==> src/rtl/pulsegen_sched_pkg.sv <==
// Shared types and constants for the pulse-generator burst scheduler.
package pulsegen_sched_pkg;

  // Scheduler FSM states; IDLE must stay the all-zero reset encoding.
  typedef enum logic [2:0] {
    IDLE  = 3'd0,
    ARMED = 3'd1,
    DELAY = 3'd2,
    ON    = 3'd3,
    OFF   = 3'd4,
    DONE  = 3'd5
  } state_t;

  // Saturation value of the overrun counter.
  localparam logic [15:0] OVR_MAX = 16'hFFFF;

  // Depth of the ARM/STOP resynchroniser.
  localparam int SYNC_STAGES = 2;

endpackage

==> src/rtl/pulsegen_sched_sync.sv <==
// Generic N-stage flop synchroniser with asynchronous active-low reset.
module synchronizer_n #(
  parameter int STAGES = 2,
  parameter int WIDTH  = 1
) (
  input  logic             i_clk,
  input  logic             i_rstn,
  input  logic [WIDTH-1:0] i_d,
  output logic [WIDTH-1:0] o_q
);

  logic [WIDTH-1:0] r_sync [STAGES];

  // Shift the asynchronous input through the flop chain.
  always_ff @(posedge i_clk or negedge i_rstn) begin
    if (!i_rstn) begin
      for (int i = 0; i < STAGES; i++) r_sync[i] <= '0;
    end else begin
      r_sync[0] <= i_d;
      for (int i = 1; i < STAGES; i++) r_sync[i] <= r_sync[i-1];
    end
  end

  assign o_q = r_sync[STAGES-1];

endmodule

==> src/rtl/pulsegen_sched.sv <==
// Burst scheduler: after a trigger in ARMED, waits DELAY cycles, then drives
// start_o high for ON cycles and low for OFF cycles, NPULSE times.
//
// Handshake: there is no valid/ready pair here; trig_in is a level that is
// accepted in exactly one cycle (state ARMED, arm_s=1, stop_s=0) and every
// other cycle it is either counted as an overrun (DELAY/ON/OFF/DONE) or
// ignored (IDLE), so the trigger source never needs back-pressure.
module pulsegen_sched
  import pulsegen_sched_pkg::*;
#(
  parameter int CNT_W    = 32,
  parameter int NBURST_W = 16
) (
  input  logic                aclk,
  input  logic                areset,
  input  logic                trig_in,
  output logic                start_o,
  output logic                busy_o,
  output logic                done_o,
  output logic [NBURST_W-1:0] pulse_idx_o,
  output logic [15:0]         overrun_o,
  input  logic [CNT_W-1:0]    DELAY_REG,
  input  logic [CNT_W-1:0]    ON_REG,
  input  logic [CNT_W-1:0]    OFF_REG,
  input  logic [NBURST_W-1:0] NPULSE_REG,
  input  logic                ARM_REG,
  input  logic                STOP_REG,
  output state_t              dbg_state_o
);

  state_t              r_state;
  state_t              w_state_n;
  logic [CNT_W-1:0]    r_cnt;
  logic [CNT_W-1:0]    r_delay;
  logic [CNT_W-1:0]    r_on;
  logic [CNT_W-1:0]    r_off;
  logic [NBURST_W-1:0] r_npulse;
  logic [NBURST_W-1:0] r_idx;
  logic [15:0]         r_ovr;
  logic                r_start;
  logic                r_busy;
  logic                r_done;

  logic                w_rstn;
  logic [1:0]          w_sync_q;
  logic                w_arm_s;
  logic                w_stop_s;
  logic                w_accept;
  logic                w_idx_inc;
  logic [CNT_W-1:0]    w_on_len;
  logic [CNT_W-1:0]    w_off_len;
  logic                w_busy_state;

  assign w_rstn = ~areset;

  synchronizer_n #(
    .STAGES (SYNC_STAGES),
    .WIDTH  (2)
  ) u_sync (
    .i_clk  (aclk),
    .i_rstn (w_rstn),
    .i_d    ({STOP_REG, ARM_REG}),
    .o_q    (w_sync_q)
  );

  assign w_arm_s  = w_sync_q[0];
  assign w_stop_s = w_sync_q[1];

  // A zero ON/OFF length still holds the phase for one cycle so start always
  // toggles and the generator is re-initialised between pulses.
  assign w_on_len     = (r_on  == '0) ? CNT_W'(1) : r_on;
  assign w_off_len    = (r_off == '0) ? CNT_W'(1) : r_off;
  assign w_busy_state = (r_state == DELAY) || (r_state == ON) || (r_state == OFF);

  // Next-state decode; STOP overrides every transition.
  always_comb begin
    w_state_n = r_state;
    w_accept  = 1'b0;
    w_idx_inc = 1'b0;
    if (w_stop_s) begin
      w_state_n = IDLE;
    end else begin
      case (r_state)
        IDLE:  if (w_arm_s) w_state_n = ARMED;
        ARMED: begin
          if (!w_arm_s) begin
            w_state_n = IDLE;
          end else if (trig_in) begin
            w_accept = 1'b1;
            if (NPULSE_REG == '0)     w_state_n = DONE;
            else if (DELAY_REG == '0) w_state_n = ON;
            else                      w_state_n = DELAY;
          end
        end
        DELAY: if (r_cnt == r_delay - CNT_W'(1)) w_state_n = ON;
        ON: begin
          if (r_cnt == w_on_len - CNT_W'(1)) begin
            if (r_idx == r_npulse - NBURST_W'(1)) begin
              w_state_n = DONE;
            end else begin
              w_idx_inc = 1'b1;
              w_state_n = OFF;
            end
          end
        end
        OFF:   if (r_cnt == w_off_len - CNT_W'(1)) w_state_n = ON;
        DONE:  w_state_n = w_arm_s ? ARMED : IDLE;
        default: w_state_n = IDLE;
      endcase
    end
  end

  // State register.
  always_ff @(posedge aclk or posedge areset) begin
    if (areset) r_state <= IDLE;
    else        r_state <= w_state_n;
  end

  // Phase counter, latched burst configuration and pulse index.
  always_ff @(posedge aclk or posedge areset) begin
    if (areset) begin
      r_cnt    <= '0;
      r_delay  <= '0;
      r_on     <= '0;
      r_off    <= '0;
      r_npulse <= '0;
      r_idx    <= '0;
    end else begin
      if (w_state_n != r_state) r_cnt <= '0;
      else if (w_busy_state)    r_cnt <= r_cnt + CNT_W'(1);
      if (w_accept) begin
        r_delay  <= DELAY_REG;
        r_on     <= ON_REG;
        r_off    <= OFF_REG;
        r_npulse <= NPULSE_REG;
        r_idx    <= '0;
      end else if (w_idx_inc) begin
        r_idx <= r_idx + NBURST_W'(1);
      end
    end
  end

  // Saturating count of triggers that arrive while a burst is in flight.
  always_ff @(posedge aclk or posedge areset) begin
    if (areset) begin
      r_ovr <= '0;
    end else if (r_state == IDLE && w_state_n == ARMED) begin
      r_ovr <= '0;
    end else if (trig_in && (w_busy_state || r_state == DONE) && r_ovr != OVR_MAX) begin
      r_ovr <= r_ovr + 16'd1;
    end
  end

  // Outputs decoded from the next state so they line up with the state itself.
  always_ff @(posedge aclk or posedge areset) begin
    if (areset) begin
      r_start <= 1'b0;
      r_busy  <= 1'b0;
      r_done  <= 1'b0;
    end else begin
      r_start <= (w_state_n == ON);
      r_busy  <= (w_state_n == DELAY) || (w_state_n == ON) || (w_state_n == OFF);
      r_done  <= (w_state_n == DONE);
    end
  end

  assign start_o     = r_start;
  assign busy_o      = r_busy;
  assign done_o      = r_done;
  assign pulse_idx_o = r_idx;
  assign overrun_o   = r_ovr;
  assign dbg_state_o = r_state;

endmodule

==> config.mk <==
export PLATFORM = sky130hd
export DESIGN_NAME = pulsegen_sched
export DESIGN_NICKNAME = d
export VERILOG_FILES = /design/src/rtl/pulsegen_sched_pkg.sv /design/src/rtl/pulsegen_sched_sync.sv /design/src/rtl/pulsegen_sched.sv
export SDC_FILE = /design/constraint.sdc
export NUM_CORES = 1
export LEC_CHECK = 0
export ABC_AREA = 1
export BUFFER_PORTS_ARGS = -buffer_cell sky130_fd_sc_hd__clkbuf_2
export CAP_MARGIN = 0
export CORE_UTILIZATION = 60
export DETAILED_ROUTE_END_ITERATION = 8
export GPL_ROUTABILITY_DRIVEN = 0
export PLACE_DENSITY = 0.8
export SLEW_MARGIN = 40
export SYNTH_ARGS = -nofsm -noshare
export SYNTH_HDL_FRONTEND = slang
export SYNTH_HIERARCHICAL = 1
export SYNTH_SLANG_ARGS = --single-unit
==> constraint.sdc <==
create_clock -name aclk -period 6.6 [get_ports aclk]
set_clock_uncertainty 0.1 [all_clocks]
set_input_delay 0.33 -clock aclk [delete_from_list [all_inputs] [get_ports aclk]]
set_output_delay 0.33 -clock aclk [all_outputs]
set_load 0.005 [all_outputs]
==> results_dict.tcl, run 1 <==
set metrics [dict create \
    status "complete, no violations" \
    timing.final.crit_period_ns 4.45 \
    p_leak_nw 7.34 \
    cpMostUsedCell "nand2_1" \
    critPathLaunchType "flop" \
    fin_util 0.686 \
    synth_commonest_cells "nand2_1 (318), nor2_1 (237), inv_1 (221)" \
    slew_violations 0 \
    placed_area_um2 14300 \
    syn_nets 1908 \
    yosysWarnings 6 \
    power_density_nw_per_um2 255 \
    initial_core_util 0.613 \
    antenna_found_initial 0 \
    final_area_um2 15000 \
    wire_per_inst_um 16.3 \
    rsz0062_at_grt "false" \
    cts_max_level 4 \
    ant_nets 0 \
    max_clock_freq_mhz 225 \
    drive_gt1_frac 0.195 \
    drtIter0Drc 1017 \
    crit_arrival_ns 4.72 \
    period_share 0.674 \
    post_cts_resized 0 \
    grt_max_degree 122 \
    worstPathMaxFanout 18 \
    max_stage_delay_ns 0.46 \
    boundaryPins 155 \
    fillers 1881 \
    hold_path.class "input port to flop" \
    clock_latency_ns 0.45 \
    cts_tree "done" \
    grtUsageTotal 0.324 \
    grt_overflow 0 \
    ys.flop_type "dfrtp_1" \
    synthTopCellsByArea "dfrtp_1 (35%), xor2_1 (9.1%), nand2_1 (8.9%)" \
    ys_ff_latch 186 \
    critPathBufInv 1 \
    vias 12300 \
    slew_headroom 0.491 \
    clk_pin_slew_worst_paths_ns 0.08 \
    drv_cap 0 \
    cts_setup_buffers 0 \
    rows 54 \
    dpl.hpwl_um 27300 \
    synth_cell_types 46 \
    dieArea_um2 23000 \
    slowest_stage "dfrtp_1" \
    drc 0 \
    synth.top_cell.area_share 0.347 \
    reg2regPathDepth 25 \
    holdBufCountCts 2 \
    vdd.ir_drop.worst_v 0.000163 \
    area_growth_pct 11.9 \
    worst_pin_slew_ns 0.763 \
    drt_pass1_iterations 5 \
    synth.largest_area_cell "dfrtp_1" \
    cp.depth 25 \
    core_area_um2 21900 \
    crit_path_end_kind "flop" \
    crit_required_ns 6.87 \
    dieWidth_um 152 \
    port_buffers 154 \
    whs_path_depth 2 \
    synthCells 1784 \
    cts-root-buf "clkbuf_16" \
    die_h_um 152 \
    cts.sinks 186 \
    fin_nets 2030 \
    avgSynthCellArea_um2 7.52 \
    synth-edff-count 0 \
    yosysMostFrequentCell "nand2_1" \
    synth.cell_area_um2 13400 \
    async_flop_share 1.00 \
    vias_per_cell 5.59 \
    routed_wl_um 35900 \
    cts_buffers 17 \
    antenna_cells 0 \
    crit_type "flop to flop" \
    ctsLongestPathBuffers 2 \
    ys_seq_area_frac 0.347 \
    hold_viol 0 \
    fin_tns_setup_ns 0 \
    grt_pass1_vias 11700 \
    cp_top_family "simple AND/OR/NAND/NOR gates" \
    setup_viol_count_final 0 \
    grt_pass1_wl_um 57700 \
]
cell families (layout without fill, tap and decap cells):
kind of cell,Yosys count,after routing,synth area share
AND/OR/NAND/NOR,945,945,0.351
buffers and inverters,294,429,0.0877
XOR/XNOR,198,198,0.130
flip-flops,186,186,0.347
AO/OA/AOI/OAI,114,114,0.0445
multiplexers,40,40,0.0335
adder cells (fa/ha/maj),7,7,0.00653
per-layer routing:
layer / vias to the layer above / track usage / part of all wire / wire length (um)
li1: 5924 / - / - / -
met1: 5793 / 0.430 / 0.42 / 15200
met2: 486 / 0.532 / 0.47 / 16800
met3: 86 / 0.0521 / 0.078 / 2790
met4: 0 / 0.120 / 0.029 / 1030
met5: - / 0 / 0 / 0
power breakdown:
part           internal [mW]  switching [mW]
Sequential              1.32           0.242
Clock                  0.623           0.520
Combinational          0.450           0.675
registers in the layout, indices dropped and copies added (netlist names):
| name | cells |
|---|---|
| r_cnt | 32 |
| r_on | 32 |
| u_sync/o_q | 2 |
| r_npulse | 16 |
| start_o | 1 |
| overrun_o | 16 |
| busy_o | 1 |
| r_delay | 32 |
| pulse_idx_o | 16 |
| r_off | 32 |
| dbg_state_o | 3 |
| done_o | 1 |
| u_sync/r_sync | 2 |
cell usage in the layout, fill, tap and decap left out, drive strengths merged, types with 3 or more instances in the layout:
master and n:
clkbuf 171, and3 3, nor3 47, clkinv 7, buf 4, or2 12, nor2 311, bufinv 3
mux2 39, dlygate4sd3 3, dfrtp 186, a31oi 3, nand3 119, nand3b 16, xor2 141, a21oi 47
xnor2 57, o21ai 57, nand2 341, inv 241, nand4 82, nor4 11, ha 7
final cells by class:
cell class / instances / area, um2 / share of cell area
Clock buffer: 17 / 425 / 0.0283
Clock inverter: 15 / 225 / 0.0150
Inverter: 236 / 898 / 0.0599
Multi-Input combinational cell: 1304 / 7590 / 0.506
Sequential cell: 186 / 4650 / 0.310
Tap cell: 280 / 350 / 0.0233
Timing Repair Buffer: 161 / 863 / 0.0575
final timing paths:
| check | slack, ns | endpoint | from |
|---|---|---|---|
| max | 2.15 | r_cnt[10] | r_off[12] |
| min | 0.02 | r_on[31] | ON_REG[31] |
| max reg2reg | 2.15 | r_cnt[10] | r_off[12] |
| min reg2reg | 0.26 | u_sync/o_q[0] | u_sync/r_sync[2] |
| max in group asynchronous | 4.94 | overrun_o[4] | areset |
| min in group asynchronous | 0.41 | pulse_idx_o[2] | areset |
per-stage QoR:
step	std cells	total power, mW	setup WS, ns	hold WS [ns]
5_1_grt	2199	4.05	1.80	0.0121
6_report	2199	3.83	2.15	0.0199
3_5_place_dp	2164	2.68	2.29	0.236
4_1_cts	2198	3.83	2.25	0.00260
3_3_place_gp	2162	2.63	2.26	0.236
2_1_floorplan	1784	2.40	1.11	0.231
Power figures use the tool's default switching activity.
==> inputs of run 2 (changes only) <==
--- a/config.mk
+++ b/config.mk
@@ -8,10 +8,10 @@
 export ABC_AREA = 1
 export BUFFER_PORTS_ARGS = -buffer_cell sky130_fd_sc_hd__clkbuf_2
 export CAP_MARGIN = 0
-export CORE_UTILIZATION = 60
+export CORE_UTILIZATION = 54
 export DETAILED_ROUTE_END_ITERATION = 8
 export GPL_ROUTABILITY_DRIVEN = 0
-export PLACE_DENSITY = 0.8
+export PLACE_DENSITY = 0.76
 export SLEW_MARGIN = 40
 export SYNTH_ARGS = -nofsm -noshare
 export SYNTH_HDL_FRONTEND = slang
==> constraint.sdc (replaced) <==
create_clock -name aclk -period 3.6 [get_ports aclk]
set_clock_uncertainty 0.1 [all_clocks]
set_input_delay 0.18 -clock aclk [delete_from_list [all_inputs] [get_ports aclk]]
set_output_delay 0.18 -clock aclk [all_outputs]
set_load 0.005 [all_outputs]
==> run 2 against run 1 <==
Effect of this change: sequential cell count stayed put; the flow now finishes with violations (setup timing); critical endpoint unchanged; total power is 92% higher; via count is 7.6% higher; die area is 11% higher; register-to-register slack worse by 2.2 ns; largest cell class unchanged; non-clock buffer count is 204 higher; critical path type unchanged; clock power is 65% higher; combinational power is 140% higher.
==> results_dict.tcl, run 2 (synthesis results as in run 1) <==
set metrics [dict create \
    p_leak_nw 8.32 \
    cts_max_level 4 \
    critPathBufInv 4 \
    grt_pass1_vias 13100 \
    violations "setup timing" \
    grt_max_degree 115 \
    setup_viol_count_final 4 \
    cts-root-buf "clkbuf_16" \
    cts_buffers 17 \
    antenna_found_initial 0 \
    crit_type "flop to flop" \
    fin_util 0.703 \
    comb_power_share 0.370 \
    wl_met1_um 16600 \
    hold_viol 0 \
    cts.sinks 186 \
    crit_required_ns 3.87 \
    vdd.ir_drop.worst_v 0.000244 \
    period_share 1.00 \
    p_sw_frac 0.381 \
    hold_path.class "input port to flop" \
    dieArea_um2 25500 \
    multiInputGateArea_um2 7800 \
    area_growth_pct 27.4 \
    drive_gt1_frac 0.237 \
    final_area_um2 17100 \
    grtUsageTotal 0.313 \
    switchingPower_mw 2.80 \
    antenna_cells 0 \
    dpl.hpwl_um 28500 \
    initial_core_util 0.551 \
    dieWidth_um 160 \
    slew_headroom 0.530 \
    worst_pin_slew_ns 0.704 \
    wire_per_inst_um 16.3 \
    crit_arrival_ns 3.88 \
    timing.final.crit_period_ns 3.60 \
    mostFrequentLayoutCells "nand2_1 (313), nor2_1 (220), inv_1 (217)" \
    cp_top_family "simple AND/OR/NAND/NOR gates" \
    mostFrequentLayoutCell "nand2_1" \
    grt_pass1_wl_um 64200 \
    top_layer_used "met4" \
    status "finished, violations left" \
    fillers 1890 \
    core_area_um2 24300 \
    max_clock_freq_mhz 277 \
    rows 57 \
    drc 0 \
    clk_pin_slew_worst_paths_ns 0.08 \
    wl_met3_um 2700 \
    critPathLaunchType "flop" \
    drv_cap 0 \
    ant_nets 0 \
    cts_tree "done" \
    drtIter0Drc 1197 \
    routed_wl_um 39900 \
    slew_violations 0 \
    max_stage_delay_ns 0.39 \
    dr_wl_met2_um 19000 \
    grt_overflow 0 \
    power_density_nw_per_um2 430 \
    drt_pass1_iterations 5 \
    fin_nets 2235 \
    slowest_stage "dfrtp_1" \
    crit_path_end_kind "flop" \
    placed_area_um2 15000 \
    worst_slack_ns -0.00450 \
    p_clk_frac 0.256 \
    die_h_um 160 \
    rsz0062_at_grt "true" \
    worstPathMaxFanout 12 \
    clock_latency_ns 0.45 \
    pwr-share-seq 0.374 \
    port_buffers 154 \
    boundaryPins 155 \
    holdWs_ns 0.183 \
    vias_per_cell 5.40 \
    final-seq-area_um2 4650 \
    vias 13200 \
    p_int_mw 4.55 \
    ctsLongestPathBuffers 2 \
]
## run 2: changes by cell type in the layout (fill, tap and decap cells not counted), sizes merged
cell / delta
nand2: +1
clkbuf: +1
clkinvlp: +2
dlygate4sd3: +112
clkinv: +1
buf: +91
bufinv: -3
## run 2: timing repair
action / CTS / global route
setup endpoints to repair: 49 / 67
hold endpoints to repair: 134 / 0
pin swaps: 2 / 25
gates cloned: 0 / 2
buffers inserted: 4 / 15
hold buffers: 115 / 0
gates resized for setup: 2 / 54
## run 2: path summary, 6_finish.rpt
check | from | to | slack (ns) | cells after the start
worst max register to register | r_off[28] | r_cnt[10] | -0.005 | 26
worst min-delay path | trig_in | r_delay[27] | 0.18 | 3
min in group asynchronous | areset | pulse_idx_o[1] | 0.20 | 3
worst min register to register | u_sync/r_sync[2] | u_sync/o_q[0] | 0.27 | 0
worst max-delay path | r_off[28] | r_cnt[10] | -0.005 | 26
max in group asynchronous | areset | r_off[28] | 2.17 | 4
## run 2: power by group through the flow
| stage | combinational [mW] | sequential, mW | clock, mW |
|---|---|---|---|
| after global routing | 3.00 | 2.79 | 1.98 |
| after detailed placement | 2.42 | 2.78 | 0 |
| after global placement | 2.36 | 2.76 | 0 |
| after CTS | 2.56 | 2.73 | 1.90 |
| after floorplan | 1.64 | 2.76 | 0 |
| final | 2.72 | 2.75 | 1.88 |
## run 2: final cells by class
type                            count  share of cell area
Timing Repair Buffer              365               0.161
Clock buffer                       17              0.0249
Clock inverter                     15             0.00908
Tap cell                          324              0.0237
Sequential cell                   186               0.272
Inverter                          236              0.0522
Multi-Input combinational cell   1305               0.457
## run 2: metal layers
metal  track usage  vias up
met5             0        -
met4         0.141        0
met3        0.0471      115
met2         0.516      546
met1         0.408     6218
li1              -     6339
## run 2: per-stage QoR
step                      TNS (ns)  total power [mW]  cells  setup slack, ns
after floorplan                  0              4.40   1784            0.390
after global placement      -0.118              5.11   2280          -0.0168
after detailed placement    -0.326              5.19   2280          -0.0402
after CTS                        0              7.20   2431           0.0165
after global routing         -8.80              7.77   2448           -0.214
final                      -0.0120              7.35   2448         -0.00450
## run 2: worst min-delay path: cells and delay by family
family | cells | cell delay (ns)
simple gates | 1 | 0.26
buf+inv | 1 | 0.14
compound gates | 1 | 0.11
